==> src/rtl/fft_addr_seq_pkg.sv <==
// Shared types and constants for the FFT address sequencer.
package fft_seq_pkg;

  typedef enum logic [1:0] {
    ST_IDLE   = 2'd0,
    ST_BITREV = 2'd1,
    ST_BFLY   = 2'd2,
    ST_DONE   = 2'd3
  } state_t;

  localparam logic OP_SWAP = 1'b0;
  localparam logic OP_BFLY = 1'b1;

  // Sizes for the default 8-point configuration; fft_len() covers other sizes.
  localparam int DEF_FFTSIZ = 3;
  localparam int N          = 1 << DEF_FFTSIZ;
  localparam int NH         = N / 2;

  function automatic int fft_len(input int fftsiz);
    return 1 << fftsiz;
  endfunction

endpackage

==> src/rtl/fft_addr_seq_bit_rev.sv <==
// Combinational W-bit index reverser used to pair elements in the swap pass.
module bit_rev #(
  parameter int W = 3
) (
  input  logic [W-1:0] idx,
  output logic [W-1:0] rev
);

  always_comb begin
    rev = '0;
    for (int b = 0; b < W; b++) begin
      rev[b] = idx[W-1-b];
    end
  end

endmodule

==> src/rtl/fft_addr_seq.sv <==
// Address sequencer for in-place radix-2 FFTs over interleaved re/im memory.
// Macro FFT_BITREV_EN includes the bit-reversal swap pass before the butterflies.
module fft_addr_seq
  import fft_seq_pkg::*;
#(
  parameter int MDATAW = 8,
  parameter int FFTSIZ = 3
) (
  input  logic              clk,
  input  logic              rst,
  input  logic              start,
  input  logic [MDATAW-1:0] base,
  input  logic              ready,
  output logic              valid,
  output logic              op,
  output logic [MDATAW-1:0] addr_a,
  output logic [MDATAW-1:0] addr_b,
  output logic [FFTSIZ-2:0] tw_idx,
  output logic [FFTSIZ-1:0] stage,
  output logic              busy,
  output logic              done
);

  localparam int LEN  = fft_len(FFTSIZ);
  localparam int HLEN = LEN / 2;
  localparam int TW   = FFTSIZ - 1;

`ifdef FFT_BITREV_EN
  localparam logic OP_IDLE = OP_SWAP;
`else
  localparam logic OP_IDLE = OP_BFLY;
`endif

  typedef logic [FFTSIZ-1:0] idx_t;

  state_t             state, state_n;
  idx_t               k, k_n, s, s_n;
  logic [MDATAW-1:0]  base_r, base_n;

  logic               valid_n, op_n, busy_n, done_n;
  logic [MDATAW-1:0]  addr_a_n, addr_b_n;
  logic [TW-1:0]      tw_n;
  idx_t               stage_n;
  idx_t               half_n, j_n, i_n;

`ifdef FFT_BITREV_EN
  idx_t rev_n;

  bit_rev #(.W(FFTSIZ)) u_bit_rev (
    .idx (k_n),
    .rev (rev_n)
  );
`endif

  // Outputs are registered from the next-state values, so a stalled op repeats exactly.
  always_ff @(posedge clk) begin
    if (rst) begin
      state  <= ST_IDLE;
      k      <= '0;
      s      <= '0;
      base_r <= '0;
      valid  <= 1'b0;
      op     <= OP_IDLE;
      addr_a <= '0;
      addr_b <= '0;
      tw_idx <= '0;
      stage  <= '0;
      busy   <= 1'b0;
      done   <= 1'b0;
    end else begin
      state  <= state_n;
      k      <= k_n;
      s      <= s_n;
      base_r <= base_n;
      valid  <= valid_n;
      op     <= op_n;
      addr_a <= addr_a_n;
      addr_b <= addr_b_n;
      tw_idx <= tw_n;
      stage  <= stage_n;
      busy   <= busy_n;
      done   <= done_n;
    end
  end

  // Skipped swap slots (valid low) always advance; real ops wait for ready.
  always_comb begin
    state_n = state;
    k_n     = k;
    s_n     = s;
    base_n  = base_r;
    case (state)
      ST_IDLE: begin
        if (start) begin
          base_n = base;
          k_n    = '0;
          s_n    = '0;
`ifdef FFT_BITREV_EN
          state_n = ST_BITREV;
`else
          state_n = ST_BFLY;
`endif
        end
      end
`ifdef FFT_BITREV_EN
      ST_BITREV: begin
        if (!valid || ready) begin
          if (k == idx_t'(LEN - 1)) begin
            state_n = ST_BFLY;
            k_n     = '0;
            s_n     = '0;
          end else begin
            k_n = k + 1'b1;
          end
        end
      end
`endif
      ST_BFLY: begin
        if (ready) begin
          if (k == idx_t'(HLEN - 1)) begin
            k_n = '0;
            if (s == idx_t'(FFTSIZ - 1)) begin
              state_n = ST_DONE;
            end else begin
              s_n = s + 1'b1;
            end
          end else begin
            k_n = k + 1'b1;
          end
        end
      end
      ST_DONE: state_n = ST_IDLE;
      default: state_n = ST_IDLE;
    endcase
  end

  always_comb begin
    half_n   = idx_t'(1) << s_n;
    j_n      = k_n & (half_n - 1'b1);
    i_n      = ((k_n >> s_n) << (s_n + 1'b1)) | j_n;
    valid_n  = 1'b0;
    op_n     = OP_IDLE;
    addr_a_n = '0;
    addr_b_n = '0;
    tw_n     = '0;
    stage_n  = '0;
    busy_n   = 1'b0;
    done_n   = 1'b0;
    case (state_n)
`ifdef FFT_BITREV_EN
      ST_BITREV: begin
        busy_n = 1'b1;
        op_n   = OP_SWAP;
        if (k_n < rev_n) begin
          valid_n  = 1'b1;
          addr_a_n = base_n + MDATAW'({k_n, 1'b0});
          addr_b_n = base_n + MDATAW'({rev_n, 1'b0});
        end
      end
`endif
      ST_BFLY: begin
        busy_n   = 1'b1;
        valid_n  = 1'b1;
        op_n     = OP_BFLY;
        stage_n  = s_n;
        addr_a_n = base_n + MDATAW'({i_n, 1'b0});
        addr_b_n = base_n + MDATAW'({idx_t'(i_n + half_n), 1'b0});
        tw_n     = TW'(j_n << (TW - int'(s_n)));
      end
      ST_DONE: done_n = 1'b1;
      default: ;
    endcase
  end

endmodule

==> config.mk <==
export PLATFORM = sky130hd
export DESIGN_NAME = fft_addr_seq
export DESIGN_NICKNAME = d
export VERILOG_FILES = /design/src/rtl/fft_addr_seq_pkg.sv /design/src/rtl/fft_addr_seq_bit_rev.sv /design/src/rtl/fft_addr_seq.sv
export SDC_FILE = /design/constraint.sdc
export NUM_CORES = 1
export LEC_CHECK = 0
export ABC_CLOCK_PERIOD_IN_PS = 6850
export BUFFER_PORTS_ARGS = -buffer_cell sky130_fd_sc_hd__buf_2
export CAP_MARGIN = 15
export CORE_AREA = 2 2 109 69
export CTS_BUF_LIST = sky130_fd_sc_hd__clkbuf_4
export CTS_CLUSTER_DIAMETER = 150
export CTS_CLUSTER_SIZE = 28
export DETAILED_ROUTE_END_ITERATION = 7
export DIE_AREA = 0 0 111 71
export SLEW_MARGIN = 15
export SYNTH_ARGS = -nofsm -noshare
export SYNTH_HDL_FRONTEND = slang
export SYNTH_SLANG_ARGS = --single-unit
==> constraint.sdc <==
create_clock -name clk -period 6.85 [get_ports clk]
set_clock_uncertainty 0.2 [all_clocks]
set_input_delay 0.685 -clock clk [delete_from_list [all_inputs] [get_ports clk]]
set_output_delay 0.685 -clock clk [all_outputs]
set_load 0.01 [all_outputs]
==> impl_metrics.tcl, run 1 <==
set metrics [dict create \
    status "finished clean" \
    ff2ff_path_depth 18 \
    power.leakage_nw 1.06 \
    syn-num-nets 247 \
    rrSetupSlack_ns 2.14 \
    ios 37 \
    irDropWorstVdd_mv 0.0634 \
    insertion_delay_ns 0.35 \
    ant_nets 0 \
    yosysSeqAreaShare_pct 38.1 \
    dieArea_mm2 0.00788 \
    grt_usage_pct 12.1 \
    yosys_warnings 0 \
    worstPathMaxFanout 8 \
    synthDominantCellAreaShare_pct 38.1 \
    fin_area_mm2 0.00230 \
    crit_end "addr_b[6]" \
    r2r-end "addr_b[6]" \
    cts-root-buf "clkbuf_4" \
    tns_ns 0 \
    synth.area.top_cells "dfxtp_1 38%, ha_1 9.4%, nor2_1 7.0%" \
    slew_headroom_pct 55.9 \
    place_area_mm2 0.00225 \
    gp_congestion 0.839 \
    fin_crit_sh_pct 68.7 \
    die_height_um 71 \
    setup_viol 0 \
    postCtsHoldBufs 0 \
    routedWlPerCell_um 13.0 \
    clock_path_buffers 2 \
    cp-end-kind "flop" \
    hp-class "reg2reg" \
    grt_overflow_total 0 \
    drtIter0Drc 85 \
    maxSlewViolCount 0 \
    hold_viol 0 \
    grt_max_degree 18 \
    grt_pass1_wl_mm 7.52 \
    cp-start-kind "flop" \
    synthDistinctLibCells 51 \
    n_antenna_cell 0 \
    p_per_area_mw_per_mm2 178 \
    vias 1548 \
    ctsHtreeMaxLevel 2 \
    netlist_area_mm2 0.00200 \
    crit_arrival_ns 4.76 \
    utilization_pct 33.2 \
    die_w_um 111 \
    synth_edf_count 0 \
    cap_violations 0 \
    ys_async_sr_fraction_pct 0 \
    first_global_vias 1513 \
    drt-total-wl_mm 4.46 \
    path_clk_slew_ns 0.11 \
    worstReg2RegStart "s[0]" \
    drive_gt1_share_pct 21.8 \
    fin_cells 343 \
    rows 24 \
    antenna_found_initial 0 \
    cts_buffers 5 \
    synthFlopType "dfxtp_1" \
    worstMarginPinSlew_ns 0.655 \
    synth-seq-cells 38 \
    drcViolationCount 0 \
    fin_crit_ns 4.71 \
    dp.cells 335 \
    start_util_pct 28.8 \
    dp_hpwl_mm 3.43 \
    syn_inst 217 \
    place.port_buffers 35 \
    critPathLaunch "s[0]" \
    dr.pass1.iters 4 \
    layout_common_cells "38 x dfxtp_1, 37 x nor2_1, 35 x buf_2" \
    synth_top_cell_by_area "dfxtp_1" \
    post_cts_resized 0 \
    syn_to_final_growth_pct 15.4 \
    required_ns 6.91 \
    core-area_mm2 0.00694 \
    fin_nets 281 \
    nFillCells 749 \
    final_common_cell "dfxtp_1" \
    rsz0062_at_grt "no" \
    via_per_inst 4.51 \
    max_freq_mhz 212 \
    crit_type "reg2reg" \
    clock_sinks 38 \
    synth_area_per_cell_um2 9.20 \
    cts_setup_buffers 0 \
    cts_tree "done" \
]
==> worst max-delay path: stages (launching register included) <==
cell and delay, ns:
dfxtp_1 0.39, inv_1 0.12, ha_1 0.20, nor2b_1 0.34, nor2_1 0.10, mux2i_1 0.14, o21ai_2 0.35, inv_1 0.18
ha_1 0.45, nor4_2 0.30, o21ai_1 0.12, a2111oi_2 0.46, mux2i_1 0.26, xor2_1 0.18, ha_1 0.29, a21oi_1 0.23
nor3_1 0.09, xor2_1 0.17, nor2_1 0.05
==> Yosys cell counts (3+ instances only) <==
library cell  count
a21oi_1           8
and2_1            3
buf_4             3
clkbuf_1          3
dfxtp_1          38
fa_1              3
ha_1             15
inv_1            16
mux2i_1          10
nand2_1           8
nand2b_1          4
nor2_1           37
nor2b_1           5
nor3_1            5
or3b_1            3
xnor2_1           5
xor2_1            7
==> routing by layer <==
metal / track usage (%) / part of all wire [%]
met1: 18.3 / 56
met4: 3.33 / 0.76
met5: 0 / 0
met2: 16.2 / 35
met3: 3.94 / 8.0
==> where the power goes <==
group          switching, W   total, W  internal, W
registers        0.00000366   0.000234     0.000231
clock network     0.0000727   0.000115    0.0000425
logic             0.0000351  0.0000600    0.0000250
total              0.000111   0.000409     0.000298
==> worst min-delay path by stage <==
stage / slack, ns / start / cells after the start / to
after floorplan: 0.26 / base_r[0] / 2 / addr_a[0]
after global placement: 0.27 / base_r[0] / 2 / base_r[0]
after detailed placement: 0.29 / base_r[0] / 2 / addr_a[0]
after CTS: 0.31 / base_r[0] / 2 / addr_a[0]
after global routing: 0.34 / base_r[0] / 2 / addr_a[0]
final: 0.30 / base_r[0] / 2 / addr_a[0]
==> cells by family (layout without fill, tap and decap cells) <==
logic type / Yosys count / count (layout) / synth area share [%]
AND/OR/NAND/NOR: 78 / 78 / 20.2
multiplexers: 12 / 12 / 6.14
flip-flops: 38 / 38 / 38.1
adder cells (fa/ha/maj): 18 / 18 / 12.4
XOR/XNOR: 12 / 12 / 5.27
buffers and inverters: 27 / 62 / 5.77
AO/OA/AOI/OAI: 31 / 31 / 11.9
other: 1 / 1 / 0.188
==> registers in the layout (all words and copies together) (netlist names), 2 cells and up <==
| signal | count |
|---|---|
| tw_idx | 2 |
| addr_b | 7 |
| state | 2 |
| s | 3 |
| base_r | 8 |
| stage | 3 |
| addr_a | 8 |
| k | 3 |
==> cell type report <==
| type | count | area [um^2] | share of cell area, % |
|---|---|---|---|
| inverters | 17 | 63.8 | 2.77 |
| clock inverters | 2 | 8.76 | 0.380 |
| multi-input cells | 152 | 1120 | 48.6 |
| flip-flops and latches | 38 | 761 | 33.0 |
| repair buffers | 37 | 190 | 8.26 |
| well taps | 91 | 114 | 4.95 |
| clock buffers | 6 | 45.0 | 1.96 |
==> per-stage QoR <==
| step | worst slack (ns) | total power (W) | hold WS (ns) |
|---|---|---|---|
| 2_1_floorplan | 2.64 | 0.000281 | 0.256 |
| 3_3_place_gp | 2.36 | 0.000299 | 0.271 |
| 3_5_place_dp | 2.20 | 0.000299 | 0.285 |
| 4_1_cts | 2.18 | 0.000415 | 0.313 |
| 5_1_grt | 1.74 | 0.000434 | 0.336 |
| 6_report | 2.14 | 0.000409 | 0.305 |
(Power assumes the default switching activity.)
==> run 2, diff against run 1 <==
--- a/config.mk
+++ b/config.mk
@@ -5,7 +5,7 @@
 export SDC_FILE = /design/constraint.sdc
 export NUM_CORES = 1
 export LEC_CHECK = 0
-export ABC_CLOCK_PERIOD_IN_PS = 6850
+export ABC_CLOCK_PERIOD_IN_PS = 4900
 export BUFFER_PORTS_ARGS = -buffer_cell sky130_fd_sc_hd__buf_2
 export CAP_MARGIN = 15
 export CORE_AREA = 2 2 109 69
==> constraint.sdc (replaced) <==
create_clock -name clk -period 4.9 [get_ports clk]
set_clock_uncertainty 0.2 [all_clocks]
set_input_delay 0.49 -clock clk [delete_from_list [all_inputs] [get_ports clk]]
set_output_delay 0.49 -clock clk [all_outputs]
set_load 0.01 [all_outputs]
==> impl_metrics.tcl, run 2 (synthesized netlist as in run 1, its figures left out) <==
set metrics [dict create \
    drtIter0Drc 75 \
    ctsHtreeMaxLevel 2 \
    rrSetupSlack_ns 0.41 \
    hp-class "in2reg" \
    drt-total-wl_mm 4.44 \
    ff2ff_path_depth 18 \
    grt_overflow_total 0 \
    clock_sinks 38 \
    rsz0062_at_grt "no" \
    rows 24 \
    first_global_vias 1467 \
    crit_end "addr_b[6]" \
    fin_nets 282 \
    cts_tree "done" \
    fin_crit_ns 4.49 \
    routedWlPerCell_um 12.9 \
    max_freq_mhz 223 \
    required_ns 4.99 \
    gp_congestion 0.961 \
    fin_crit_sh_pct 91.7 \
    cp-end-kind "flop" \
    layout_common_cells "38 x dfxtp_1, 37 x nor2_1, 35 x buf_2" \
    worstPathMaxFanout 8 \
    crit_family "compound AO/OA/AOI/OAI gates" \
    core-area_mm2 0.00694 \
    p_per_area_mw_per_mm2 266 \
    syn_to_final_growth_pct 18.4 \
    path_clk_slew_ns 0.11 \
    cts_buffers 5 \
    clock_path_buffers 2 \
    cts-root-buf "clkbuf_4" \
    insertion_delay_ns 0.33 \
    r2r-end "addr_b[6]" \
    reg.largest.list "addr_a: 8 flops, base_r: 8 flops, addr_b: 7 flops" \
    drcViolationCount 0 \
    maxSlewViolCount 0 \
    worst-path-buf-inv 2 \
    ant_nets 0 \
    postCtsHoldBufs 0 \
    antenna_found_initial 0 \
    critPathLaunch "s[0]" \
    via_per_inst 4.49 \
    crit_type "reg2reg" \
    place.port_buffers 35 \
    final_common_cell "dfxtp_1" \
    cp_common_cell "ha_1" \
    die_height_um 71 \
    hold_viol 0 \
    setup_viol 0 \
    worstMarginPinSlew_ns 0.618 \
    die_w_um 111 \
    p_total_w 0.000629 \
    dieArea_mm2 0.00788 \
    crit_arrival_ns 4.58 \
    slew_headroom_pct 57.6 \
    grt_usage_pct 12.0 \
    start_util_pct 28.8 \
    grt_max_degree 18 \
    status "finished clean" \
    drive_gt1_share_pct 22.9 \
    ios 37 \
    hold-worst-slack_ns 0.213 \
    grt_pass1_wl_mm 7.44 \
    irDropWorstVdd_mv 0.100 \
    worstReg2RegStart "s[0]" \
    dr.pass1.iters 4 \
    tns_ns 0 \
    critPathSlowestCell "dfxtp_1" \
    dp_hpwl_mm 3.48 \
    vias 1549 \
    cp-start-kind "flop" \
    cpPeakStageDelay_ns 0.46 \
    path_cells "inv_1 > ha_1 > nor2b_2 > nor2_1 > mux2i_1 > o21ai_4 > inv_1 > ha_1 > nor4_2 > o21ai_1 > a2111oi_4 > mux2i_1 > xor2_1 > ha_1 > a21oi_1 > nor3_1 > xor2_1 > nor2_1" \
    cap_violations 0 \
    power.leakage_nw 1.08 \
    critical_path_depth 18 \
]
==> run 2: cell type report <==
class / count / area (um^2)
fill: 730 / 4570
clock inverter: 1 / 30.0
sequential: 38 / 761
clock buffer: 7 / 52.6
tap: 91 / 114
inverter: 17 / 63.8
multi-input combinational: 152 / 1140
antenna: 1 / 2.50
timing repair buffer: 38 / 198
==> run 2: per-stage QoR <==
step / util [%] / std cells / worst slack [ns] / area (um^2)
5_1_grt: 34.0 / 344 / 0.0450 / 2360
3_3_place_gp: 32.5 / 336 / 0.418 / 2260
4_1_cts: 33.7 / 344 / 0.239 / 2340
3_5_place_dp: 32.5 / 336 / 0.287 / 2260
6_report: 34.1 / 345 / 0.407 / 2360
2_1_floorplan: - / 217 / 0.693 / 2000
==> run 2: timing repair <==
| action | in CTS | in global routing |
|---|---|---|
| setup endpoints to repair | 0 | 4 |
| setup buffers | 0 | 0 |
| gates resized for setup | 0 | 3 |
==> run 2: tightest hold or removal path, cell delays in order <==
cell	delay, ns
buf_2	0.08
mux2i_1	0.07
nor2_1	0.08
==> run 2: report_power, final <==
group          switching (W)  internal [W]  leakage [nW]
clock              0.0000966      0.000119        0.0463
combinational      0.0000500     0.0000357         0.720
sequential        0.00000515      0.000322         0.310
total               0.000152      0.000477          1.08
==> run 2: layer usage <==
metal,up-vias,wire [um],GRT usage [%]
met1,701,2560,19.7
met4,0,13,2.22
met2,50,1530,14.9
li1,796,-,-
met3,2,341,3.68
met5,-,0,0
==> run 2: worst min-delay path by stage <==
stage / start / end / slack [ns] / cells after the start
4_1_cts: base[0] / base_r[0] / 0.21 / 3
3_3_place_gp: base_r[0] / base_r[0] / 0.27 / 2
5_1_grt: base[0] / addr_a[0] / 0.23 / 3
2_1_floorplan: base_r[0] / addr_a[0] / 0.26 / 2
6_report: base[0] / base_r[0] / 0.21 / 3
3_5_place_dp: base_r[0] / addr_a[0] / 0.28 / 2
==> run 3, diff against run 2 <==
--- a/config.mk
+++ b/config.mk
@@ -5,15 +5,16 @@
 export SDC_FILE = /design/constraint.sdc
 export NUM_CORES = 1
 export LEC_CHECK = 0
+export ABC_AREA = 1
 export ABC_CLOCK_PERIOD_IN_PS = 4900
 export BUFFER_PORTS_ARGS = -buffer_cell sky130_fd_sc_hd__buf_2
 export CAP_MARGIN = 15
-export CORE_AREA = 2 2 109 69
+export CORE_AREA = 2 2 111 70
 export CTS_BUF_LIST = sky130_fd_sc_hd__clkbuf_4
 export CTS_CLUSTER_DIAMETER = 150
 export CTS_CLUSTER_SIZE = 28
 export DETAILED_ROUTE_END_ITERATION = 7
-export DIE_AREA = 0 0 111 71
+export DIE_AREA = 0 0 113 72
 export SLEW_MARGIN = 15
 export SYNTH_ARGS = -nofsm -noshare
 export SYNTH_HDL_FRONTEND = slang
==> impl_metrics.tcl, run 3 <==
set metrics [dict create \
    place.port_buffers 35 \
    cts_tree "done" \
    violations "design-rule violations" \
    setup_viol 0 \
    irDropWorstVdd_mv 0.112 \
    min_to "base_r[0]" \
    hold-path-cell-count 3 \
    drt-total-wl_mm 4.63 \
    cap_violations 0 \
    rows 24 \
    path_clk_slew_ns 0.13 \
    grt_pass1_wl_mm 8.05 \
    required_ns 4.98 \
    dr.pass1.iters 6 \
    cts-root-buf "clkbuf_4" \
    muxShareOfSynthArea_pct 0.482 \
    rsz0062_at_grt "no" \
    drtIter0Drc 85 \
    ys_top_cells_by_count "53 x nor2_1, 38 x dfxtp_1, 35 x inv_1" \
    ff2ff_path_depth 27 \
    synthDominantCellAreaShare_pct 36.6 \
    rrSetupSlack_ns 0.70 \
    reg.largest.list "addr_a: 8 flops, base_r: 8 flops, addr_b: 7 flops" \
    p_per_area_mw_per_mm2 293 \
    cpPeakStageDelay_ns 0.42 \
    yosys.area_share.adder_pct 11.9 \
    first_global_vias 1691 \
    cp_common_cell "inv_1" \
    p_comb_share_pct 15.2 \
    worstReg2RegStart "s[0]" \
    cts_setup_buffers 0 \
    place_area_mm2 0.00232 \
    gp_congestion 0.822 \
    clkPwrFrac_pct 38.3 \
    dp_hpwl_mm 3.58 \
    fin_crit_ns 4.20 \
    drcViolationCount 4 \
    synthSimpleGateAreaFrac_pct 30.4 \
    clock_path_buffers 2 \
    worstHoldStart "base[0]" \
    drive_gt1_share_pct 26.8 \
    postCtsHoldBufs 0 \
    antenna_found_initial 0 \
    cp-end-kind "flop" \
    fin_area_mm2 0.00243 \
    maxSlewViolCount 0 \
    grt_max_degree 18 \
    crit_family "adder cells" \
    ctsHtreeMaxLevel 2 \
    ys_async_sr_fraction_pct 0 \
    max_freq_mhz 238 \
    final_common_cell "nor2_1" \
    syn_inst 278 \
    synth_xor_area_share_pct 0.844 \
    swShare_pct 26.2 \
    cts_buffers 5 \
    hold_viol 0 \
    syn_to_final_growth_pct 17.0 \
    slew_headroom_pct 50.5 \
    status "finished with violations" \
    hp-class "in2reg" \
    core-area_mm2 0.00709 \
    via_per_inst 4.30 \
    r2r-end "addr_b[6]" \
    cp-start-kind "flop" \
    ant_nets 0 \
    tns_ns 0 \
    synth_compound_area_share_pct 8.50 \
    synth_top_family_by_area "simple AND/OR/NAND/NOR gates" \
    n_antenna_cell 0 \
    dieArea_mm2 0.00814 \
    fin_nets 343 \
    fin_crit_sh_pct 85.7 \
    worstPathMaxFanout 6 \
    syn-num-nets 308 \
    synth.area.top_cells "dfxtp_1 37%, nor2_1 9.6%, ha_1 9.0%" \
    synth_area_per_cell_um2 7.47 \
    clock_sinks 38 \
    synth-seq-cells 38 \
    die_w_um 113 \
    grt_overflow_total 0 \
    yosys_warnings 0 \
    routedWlPerCell_um 11.4 \
    p_int_w 0.000525 \
    insertion_delay_ns 0.35 \
    power.leakage_nw 1.21 \
    die_height_um 72 \
    worst-path-buf-inv 7 \
    layout_common_cells "53 x nor2_1, 38 x dfxtp_1, 35 x inv_1, 35 x buf_2, 32 x nand2_1" \
    synth_top_cell_by_area "dfxtp_1" \
    synthDistinctLibCells 32 \
    grt_usage_pct 12.4 \
    vias 1742 \
    switchingPower_w 0.000186 \
    yosysSeqAreaShare_pct 36.6 \
    seqPwrFrac_pct 46.5 \
    crit_arrival_ns 4.28 \
    start_util_pct 29.3 \
    netlist_area_mm2 0.00208 \
    post_cts_resized 0 \
    p_total_w 0.000711 \
    crit_type "reg2reg" \
    synth_most_common_cell "nor2_1" \
    synth_edf_count 0 \
    ios 37 \
    synthFlopType "dfxtp_1" \
    critPathSlowestCell "fa_1" \
    worstMarginPinSlew_ns 0.734 \
]
==> run 3: cell type report <==
class,instances,area (um^2)
Fill cell,778,4660
Multi-Input combinational cell,185,1090
Sequential cell,38,761
Inverter,48,185
Timing Repair Buffer,35,175
Tap cell,91,114
Clock inverter,3,68.8
Clock buffer,5,37.5
==> run 3: stage by stage <==
stage	setup slack, ns	hold WS [ns]	utilization, %	std cells
floorplan	1.19	0.260	-	278
global placement	0.647	0.270	32.8	397
detailed placement	0.620	0.292	32.8	397
CTS	0.685	0.189	34.3	405
global route	0.283	0.221	34.3	405
finish	0.699	0.197	34.3	405
==> run 3: worst max-delay path by stage <==
stage / to / cells past startpoint / start
floorplan: addr_b[6] / 27 / s[0]
global placement: addr_b[6] / 27 / start
detailed placement: addr_b[6] / 27 / start
CTS: addr_b[6] / 27 / s[0]
global route: addr_b[6] / 28 / s[0]
finish: addr_b[6] / 27 / s[0]
==> run 3: cells by family after synthesis <==
group	after synthesis
and+or+nand+nor	131
buffers and inverters	55
DFF	38
AOI/OAI and AO/OA	32
adders and majority gates	18
xor gates and xnor gates	2
other	1
muxes	1
==> run 3: power by group through the flow <==
| stage | logic, W | registers (W) | clock network, W |
|---|---|---|---|
| after floorplan | 0.0000707 | 0.000344 | 0 |
| after global placement | 0.000108 | 0.000338 | 0 |
| after detailed placement | 0.000108 | 0.000338 | 0 |
| after CTS | 0.000109 | 0.000331 | 0.000280 |
| after global routing | 0.000124 | 0.000333 | 0.000294 |
| final | 0.000108 | 0.000331 | 0.000272 |
==> run 3: worst register-to-register path: stages (launching register included) <==
cell and delay (ns):
dfxtp_1 0.36, inv_1 0.09, ha_1 0.30, nand2_1 0.05
inv_1 0.05, nand2_1 0.07, nand2_1 0.07, nor2_1 0.04
nor2_2 0.24, ha_1 0.20, inv_1 0.04, nor2_2 0.13
inv_2 0.05, ha_1 0.30, o21ai_2 0.10, fa_1 0.42
xnor2_1 0.15, inv_1 0.06, nand3_1 0.07, nand2_1 0.07
inv_1 0.04, ha_1 0.29, a21oi_1 0.14, and2_0 0.20
inv_1 0.08, nand2_1 0.09, o21ai_0 0.07, a21oi_1 0.15
==> run 3: layer usage <==
layer / vias up / part of all wire [%] / GRT usage, %
met5: - / 0 / 0
met4: 0 / 0.80 / 2.03
met3: 8 / 7.9 / 4.26
met2: 52 / 35 / 17.0
met1: 755 / 57 / 18.8
li1: 927 / - / -
